`config.mk`:
```
export PLATFORM = sky130hd
export DESIGN_NAME = lfsr_arbiter
export DESIGN_NICKNAME = d
export VERILOG_FILES = /design/src/rtl/lfsr_pkg.sv /design/src/rtl/lfsr_core.sv /design/src/rtl/lfsr_arbiter.sv
export SDC_FILE = /design/constraint.sdc
export NUM_CORES = 1
export LEC_CHECK = 0
export CAP_MARGIN = 20
export CORE_MARGIN = 3
export CORE_UTILIZATION = 40
export CTS_CLUSTER_SIZE = 24
export DETAILED_ROUTE_END_ITERATION = 7
export PLACE_DENSITY = 0.71
export SLEW_MARGIN = 10
export SYNTH_ARGS = -nofsm -noshare
export SYNTH_HDL_FRONTEND = slang
export SYNTH_HIERARCHICAL = 1
export SYNTH_SLANG_ARGS = --single-unit
```
`constraint.sdc`:
```
create_clock -name clk -period 2.6 [get_ports clk]
set_clock_uncertainty 0.1 [all_clocks]
set_input_delay 0.26 -clock clk [delete_from_list [all_inputs] [get_ports clk]]
set_output_delay 0.26 -clock clk [all_outputs]
set_load 0.01 [all_outputs]
```
`src/rtl/lfsr_pkg.sv`:
```
// Shared types, defaults and the Galois step function for the LFSR arbiter.
package lfsr_pkg;

    // Widest LFSR the step helper supports; callers zero-extend into it.
    localparam int unsigned LFSR_MAX_W = 32;

    localparam logic [7:0] DEF_TAPS      = 8'hB8;
    localparam logic [7:0] DEF_SEED_INIT = 8'h01;

    typedef enum logic {
        WARM  = 1'b0,
        SERVE = 1'b1
    } lfsr_arb_state_t;

    // Galois right-shift step; upper unused bits of s and taps must be zero.
    function automatic logic [LFSR_MAX_W-1:0] lfsr_next(
        input logic [LFSR_MAX_W-1:0] s,
        input logic [LFSR_MAX_W-1:0] taps
    );
        return (s >> 1) ^ (s[0] ? taps : '0);
    endfunction

endpackage

```
`src/rtl/lfsr_core.sv`:
```
// Seedable Galois LFSR register.
//   clk, rst_n : clock, async active-low reset (state -> SEED_INIT)
//   load       : load load_val this cycle (priority over step)
//   load_val   : value to load
//   step       : advance one Galois step
//   state      : current LFSR value
module lfsr_core
    import lfsr_pkg::*;
#(
    parameter int unsigned           WIDTH     = 8,
    parameter logic [WIDTH-1:0]      TAPS      = WIDTH'(DEF_TAPS),
    parameter logic [WIDTH-1:0]      SEED_INIT = WIDTH'(DEF_SEED_INIT)
) (
    input  logic             clk,
    input  logic             rst_n,
    input  logic             load,
    input  logic [WIDTH-1:0] load_val,
    input  logic             step,
    output logic [WIDTH-1:0] state
);

    logic [WIDTH-1:0] state_q;
    logic [WIDTH-1:0] state_d;
    logic [WIDTH-1:0] stepped;

    assign stepped = WIDTH'(lfsr_next(LFSR_MAX_W'(state_q), LFSR_MAX_W'(TAPS)));

    // Load wins over step; otherwise hold.
    always_comb begin
        state_d = state_q;
        if (load) begin
            state_d = load_val;
        end else if (step) begin
            state_d = stepped;
        end
    end

    always_ff @(posedge clk or negedge rst_n) begin
        if (!rst_n) begin
            state_q <= SEED_INIT;
        end else begin
            state_q <= state_d;
        end
    end

    assign state = state_q;

endmodule

```
`src/rtl/lfsr_arbiter.sv`:
```
// Round-robin arbiter handing out words of a shared, reseedable Galois LFSR.
//   clk, rst_n  : clock, async active-low reset
//   req         : per-requester request, held until granted
//   gnt         : combinational one-hot/zero grant; transfer on req & gnt
//   rnd_data    : current LFSR word, valid for the granted requester
//   seed_valid  : reseed request
//   seed_data   : new seed (zero replaced by SEED_INIT)
//   seed_ready  : high in SERVE
//   warming     : high in WARM (post-reset / post-reseed discard period)
module lfsr_arbiter
    import lfsr_pkg::*;
#(
    parameter int unsigned      NUM_REQ   = 4,
    parameter int unsigned      WIDTH     = 8,
    parameter logic [WIDTH-1:0] TAPS      = WIDTH'(DEF_TAPS),
    parameter logic [WIDTH-1:0] SEED_INIT = WIDTH'(DEF_SEED_INIT),
    parameter int unsigned      WARMUP    = 4
) (
    input  logic               clk,
    input  logic               rst_n,
    input  logic [NUM_REQ-1:0] req,
    output logic [NUM_REQ-1:0] gnt,
    output logic [WIDTH-1:0]   rnd_data,
    input  logic               seed_valid,
    input  logic [WIDTH-1:0]   seed_data,
    output logic               seed_ready,
    output logic               warming
);

    localparam int unsigned CNT_W = ($clog2(WARMUP + 1) < 1) ? 1 : $clog2(WARMUP + 1);
    localparam int unsigned PTR_W = ($clog2(NUM_REQ) < 1) ? 1 : $clog2(NUM_REQ);
    localparam lfsr_arb_state_t RST_STATE = (WARMUP > 0) ? WARM : SERVE;
    localparam logic [CNT_W-1:0] CNT_LAST = CNT_W'(WARMUP - 1);

    lfsr_arb_state_t  state_q, state_d;
    logic [CNT_W-1:0] cnt_q, cnt_d;
    logic [PTR_W-1:0] ptr_q, ptr_d;

    logic             lfsr_load;
    logic [WIDTH-1:0] lfsr_load_val;
    logic             lfsr_step;
    logic [WIDTH-1:0] lfsr_state;

    logic               serving;
    logic               seed_hs;
    logic               found;
    logic [PTR_W-1:0]   win;
    logic [PTR_W:0]     idx;
    logic [NUM_REQ-1:0] gnt_int;

    assign serving = (state_q == SERVE);
    assign seed_hs = serving & seed_valid;

    // Search from the pointer, wrapping explicitly for non-power-of-2 counts.
    always_comb begin
        found = 1'b0;
        win   = '0;
        idx   = '0;
        for (int unsigned i = 0; i < NUM_REQ; i++) begin
            idx = {1'b0, ptr_q} + (PTR_W + 1)'(i);
            if (idx >= (PTR_W + 1)'(NUM_REQ)) begin
                idx = idx - (PTR_W + 1)'(NUM_REQ);
            end
            if (!found && req[idx[PTR_W-1:0]]) begin
                found = 1'b1;
                win   = idx[PTR_W-1:0];
            end
        end
    end

    // A seed handshake blocks any grant in the same cycle.
    always_comb begin
        gnt_int = '0;
        if (serving && !seed_hs && found) begin
            gnt_int[win] = 1'b1;
        end
    end

    // Next-state, counter, pointer and LFSR control.
    always_comb begin
        state_d       = state_q;
        cnt_d         = cnt_q;
        ptr_d         = ptr_q;
        lfsr_load     = 1'b0;
        lfsr_load_val = lfsr_state;
        lfsr_step     = 1'b0;
        case (state_q)
            WARM: begin
                lfsr_step = 1'b1;
                cnt_d     = cnt_q + CNT_W'(1);
                if (cnt_q == CNT_LAST) begin
                    state_d = SERVE;
                end
            end
            SERVE: begin
                if (seed_hs) begin
                    lfsr_load     = 1'b1;
                    lfsr_load_val = (seed_data == '0) ? SEED_INIT : seed_data;
                    cnt_d         = '0;
                    state_d       = (WARMUP > 0) ? WARM : SERVE;
                end else if (found) begin
                    lfsr_step = 1'b1;
                    ptr_d     = (win == PTR_W'(NUM_REQ - 1)) ? '0 : win + PTR_W'(1);
                end
            end
            default: state_d = RST_STATE;
        endcase
    end

    always_ff @(posedge clk or negedge rst_n) begin
        if (!rst_n) begin
            state_q <= RST_STATE;
            cnt_q   <= '0;
            ptr_q   <= '0;
        end else begin
            state_q <= state_d;
            cnt_q   <= cnt_d;
            ptr_q   <= ptr_d;
        end
    end

    lfsr_core #(
        .WIDTH     (WIDTH),
        .TAPS      (TAPS),
        .SEED_INIT (SEED_INIT)
    ) u_lfsr (
        .clk      (clk),
        .rst_n    (rst_n),
        .load     (lfsr_load),
        .load_val (lfsr_load_val),
        .step     (lfsr_step),
        .state    (lfsr_state)
    );

    // Handshake outputs are held low while reset is asserted, even when
    // the reset state is SERVE.
    assign gnt        = gnt_int & {NUM_REQ{rst_n}};
    assign seed_ready = serving & rst_n;
    assign warming    = ~serving;
    assign rnd_data   = lfsr_state;

endmodule

```
==> out/qor.yml <==
status: "finished clean"
viasPerCell: 5.37
core_area_sq_mm: 0.00230
fp.dieW_microns: 56.0
synth_common_cells: "14 x nand2_1, 13 x dfrtp_1, 8 x o21ai_0, 7 x mux2_2"
swShare_pct: 37.5
cts_resized: 0
setup-tns-final_ps: 0
fin_nets: 158
max_cap_violations: 0
cts_setup_buffers: 0
synth_edf_count: 0
cts_made_buffers: 3
clk_pin_slew_ps: 90
synth_seq_cells: 14
yosysMostFrequentCell: "nand2_1"
vdd_drop_max_v: 0.000624
grt_max_degree: 18
clkLatencyLatePin_ps: 280
place_congestion: 0.777
drv_slew: 0
fmax_ghz: 0.410
p_comb_share_pct: 53.4
drt_iter0_drc: 11
hpwl_microns: 1750
clkPwrFrac_pct: 10.4
cts_root_buf: "clkbuf_4"
synthesis.area_sq_um: 998
rsz0062_at_grt: "no"
antenna_found_initial: 0
start_util_pct: 43.5
finalCritPeriodShare_pct: 93.9
crit_arrival_ps: 2080
drt_wl_total_microns: 2260
yosysTopAreaCell: "dfrtp_1"
switchingPower_w: 0.000476
worstHoldPathType: "in2async"
setup_viol: 0
tightest_slew_ps: 426
overflow: 0
multiInputGateArea_sq_um: 607
drc: 0
p_per_area_mw_per_mm2: 926
cp-end-kind: "output port"
die_y_microns: 56.0
cts_sinks: 14
seq_area_sq_um: 353
fin_crit_ps: 2440
critPathRequiredTime_ps: 2240
startpoint_type: "input pin"
syn_nets: 125
io_pins: 29
power_frac_seq_pct: 36.2
cts_buffer_depth: 2
synth_cells: 104
n_antenna_cell: 0
hold_viol_final: 0
area_growth_pct: 37.2
track_usage_pct: 15.7
row_count: 17
ctsHoldBuffers: 0
synth_cell_types: 31
leakage_nw: 0.674
io_buffers: 28
synth_warnings: 6
synthTopCellsByArea: "dfrtp_1 33%, mux2_2 7.9%, ha_1 7.5%"
maxSlewHeadroom_pct: 71.5
ys.flop_type: "dfrtp_1"
drive_above_1_share_pct: 16.2
grt_pass1_vias: 847
syn-mean-instance-area_sq_um: 9.60
ant_nets: 0
fin_util_pct: 59.6
htree_levels: 1
avgRoutedWirePerCell_microns: 13.8
num_vias: 880
cp_max_fo: 3
async_flop_share_pct: 100
fin_hold_ws_ps: 137
fill_cells: 194
cts_tree: "done"
grt_pass1_wl_microns: 3900
dieArea_sq_mm: 0.00313
netlist.area_leader.share_pct: 32.6
path_class: "in2out"
p_int_w: 0.000793
drt_first_pass_iters: 4
synth-seq-area-share_pct: 35.2
==> placed cells by master (no fill, tap or decap), drive strengths merged, types with 4 or more instances in the layout <==
cell type      instances
dfrtp                 13
clkbuf                 4
buf                    5
clkdlybuf4s50         23
ha                     6
and3                   5
a21oi                  4
mux2i                  6
dlymetal6s2s           5
o21ai                  8
inv                    5
nand2                 14
mux2                   8
==> cells by family after synthesis <==
| logic type | synth area share (%) |
|---|---|
| adder cells (fa/ha/maj) | 7.52 |
| flip-flops | 35.2 |
| XOR/XNOR | 2.63 |
| buffers and inverters | 5.01 |
| AND/OR/NAND/NOR | 19.0 |
| multiplexers | 15.4 |
| AO/OA/AOI/OAI | 15.2 |
==> path summary, 6_finish.rpt <==
| kind | start | cells past startpoint | end | slack [ps] |
|---|---|---|---|---|
| worst max-delay path | req[0] | 8 | gnt[2] | 160 |
| worst min-delay path | rst_n | 1 | cnt_q[2]$_DFFE_PN0P_ | 140 |
| worst max register to register | ptr_q[1]$_DFFE_PN0N_ | 5 | ptr_q[1]$_DFFE_PN0N_ | 830 |
| worst min register to register | cnt_q[0]$_DFFE_PN0P_ | 1 | cnt_q[0]$_DFFE_PN0P_ | 410 |
| max in group asynchronous | rst_n | 2 | u_lfsr/state[0]$_DFFE_PN1P_ | 1710 |
| min in group clk | req[2] | 3 | ptr_q[0]$_DFFE_PN0N_ | 280 |
==> worst max-delay path: stages <==
cell and delay, ps:
clkdlybuf4s50_1 440, buf_4 170, nor4_4 170, a21oi_1 90, nand3_1 130, ha_1 150
and3_1 130, clkdlybuf4s50_1 540
==> layout make-up <==
class                      count  area share [%]
multi-input combinational     80            44.3
sequential                    14            25.8
timing repair buffer          33            24.1
tap                           28            2.56
clock buffer                   4            1.92
inverter                       5            1.37
==> state kept, by name, indices dropped and copies added, names as in the netlist <==
register,flops
cnt_q,3
ptr_q,2
serving,1
u_lfsr/state,8
==> power groups by stage <==
stage / logic, W / registers, W / clock network, W
final: 0.000678 / 0.000459 / 0.000132
after global routing: 0.000750 / 0.000482 / 0.000152
after CTS: 0.000679 / 0.000457 / 0.000138
after detailed placement: 0.000673 / 0.000460 / 0
after global placement: 0.000658 / 0.000455 / 0
after floorplan: 0.000442 / 0.000437 / 0
==> per-layer routing <==
| metal | vias up | track usage (%) | part of all wire, % | wire (microns) |
|---|---|---|---|---|
| met5 | - | 0 | 0 | 0 |
| met4 | 0 | 5.08 | 0.84 | 19 |
| met3 | 2 | 4.87 | 5.7 | 129 |
| met2 | 20 | 24.7 | 48 | 1090 |
| met1 | 425 | 20.5 | 46 | 1030 |
| li1 | 433 | - | - | - |
==> through the flow <==
| step | cells | instance area, sq um | power, W | worst slack [ps] |
|---|---|---|---|---|
| floorplan | 104 | 998 | 0.000879 | 884 |
| global placement | 160 | 1320 | 0.00111 | 83.7 |
| detailed placement | 160 | 1320 | 0.00113 | 4.34 |
| CTS | 164 | 1350 | 0.00127 | 4.68 |
| global route | 164 | 1370 | 0.00138 | 8.00 |
| finish | 164 | 1370 | 0.00127 | 159 |
Note: power is estimated with default switching activity, not from simulation.
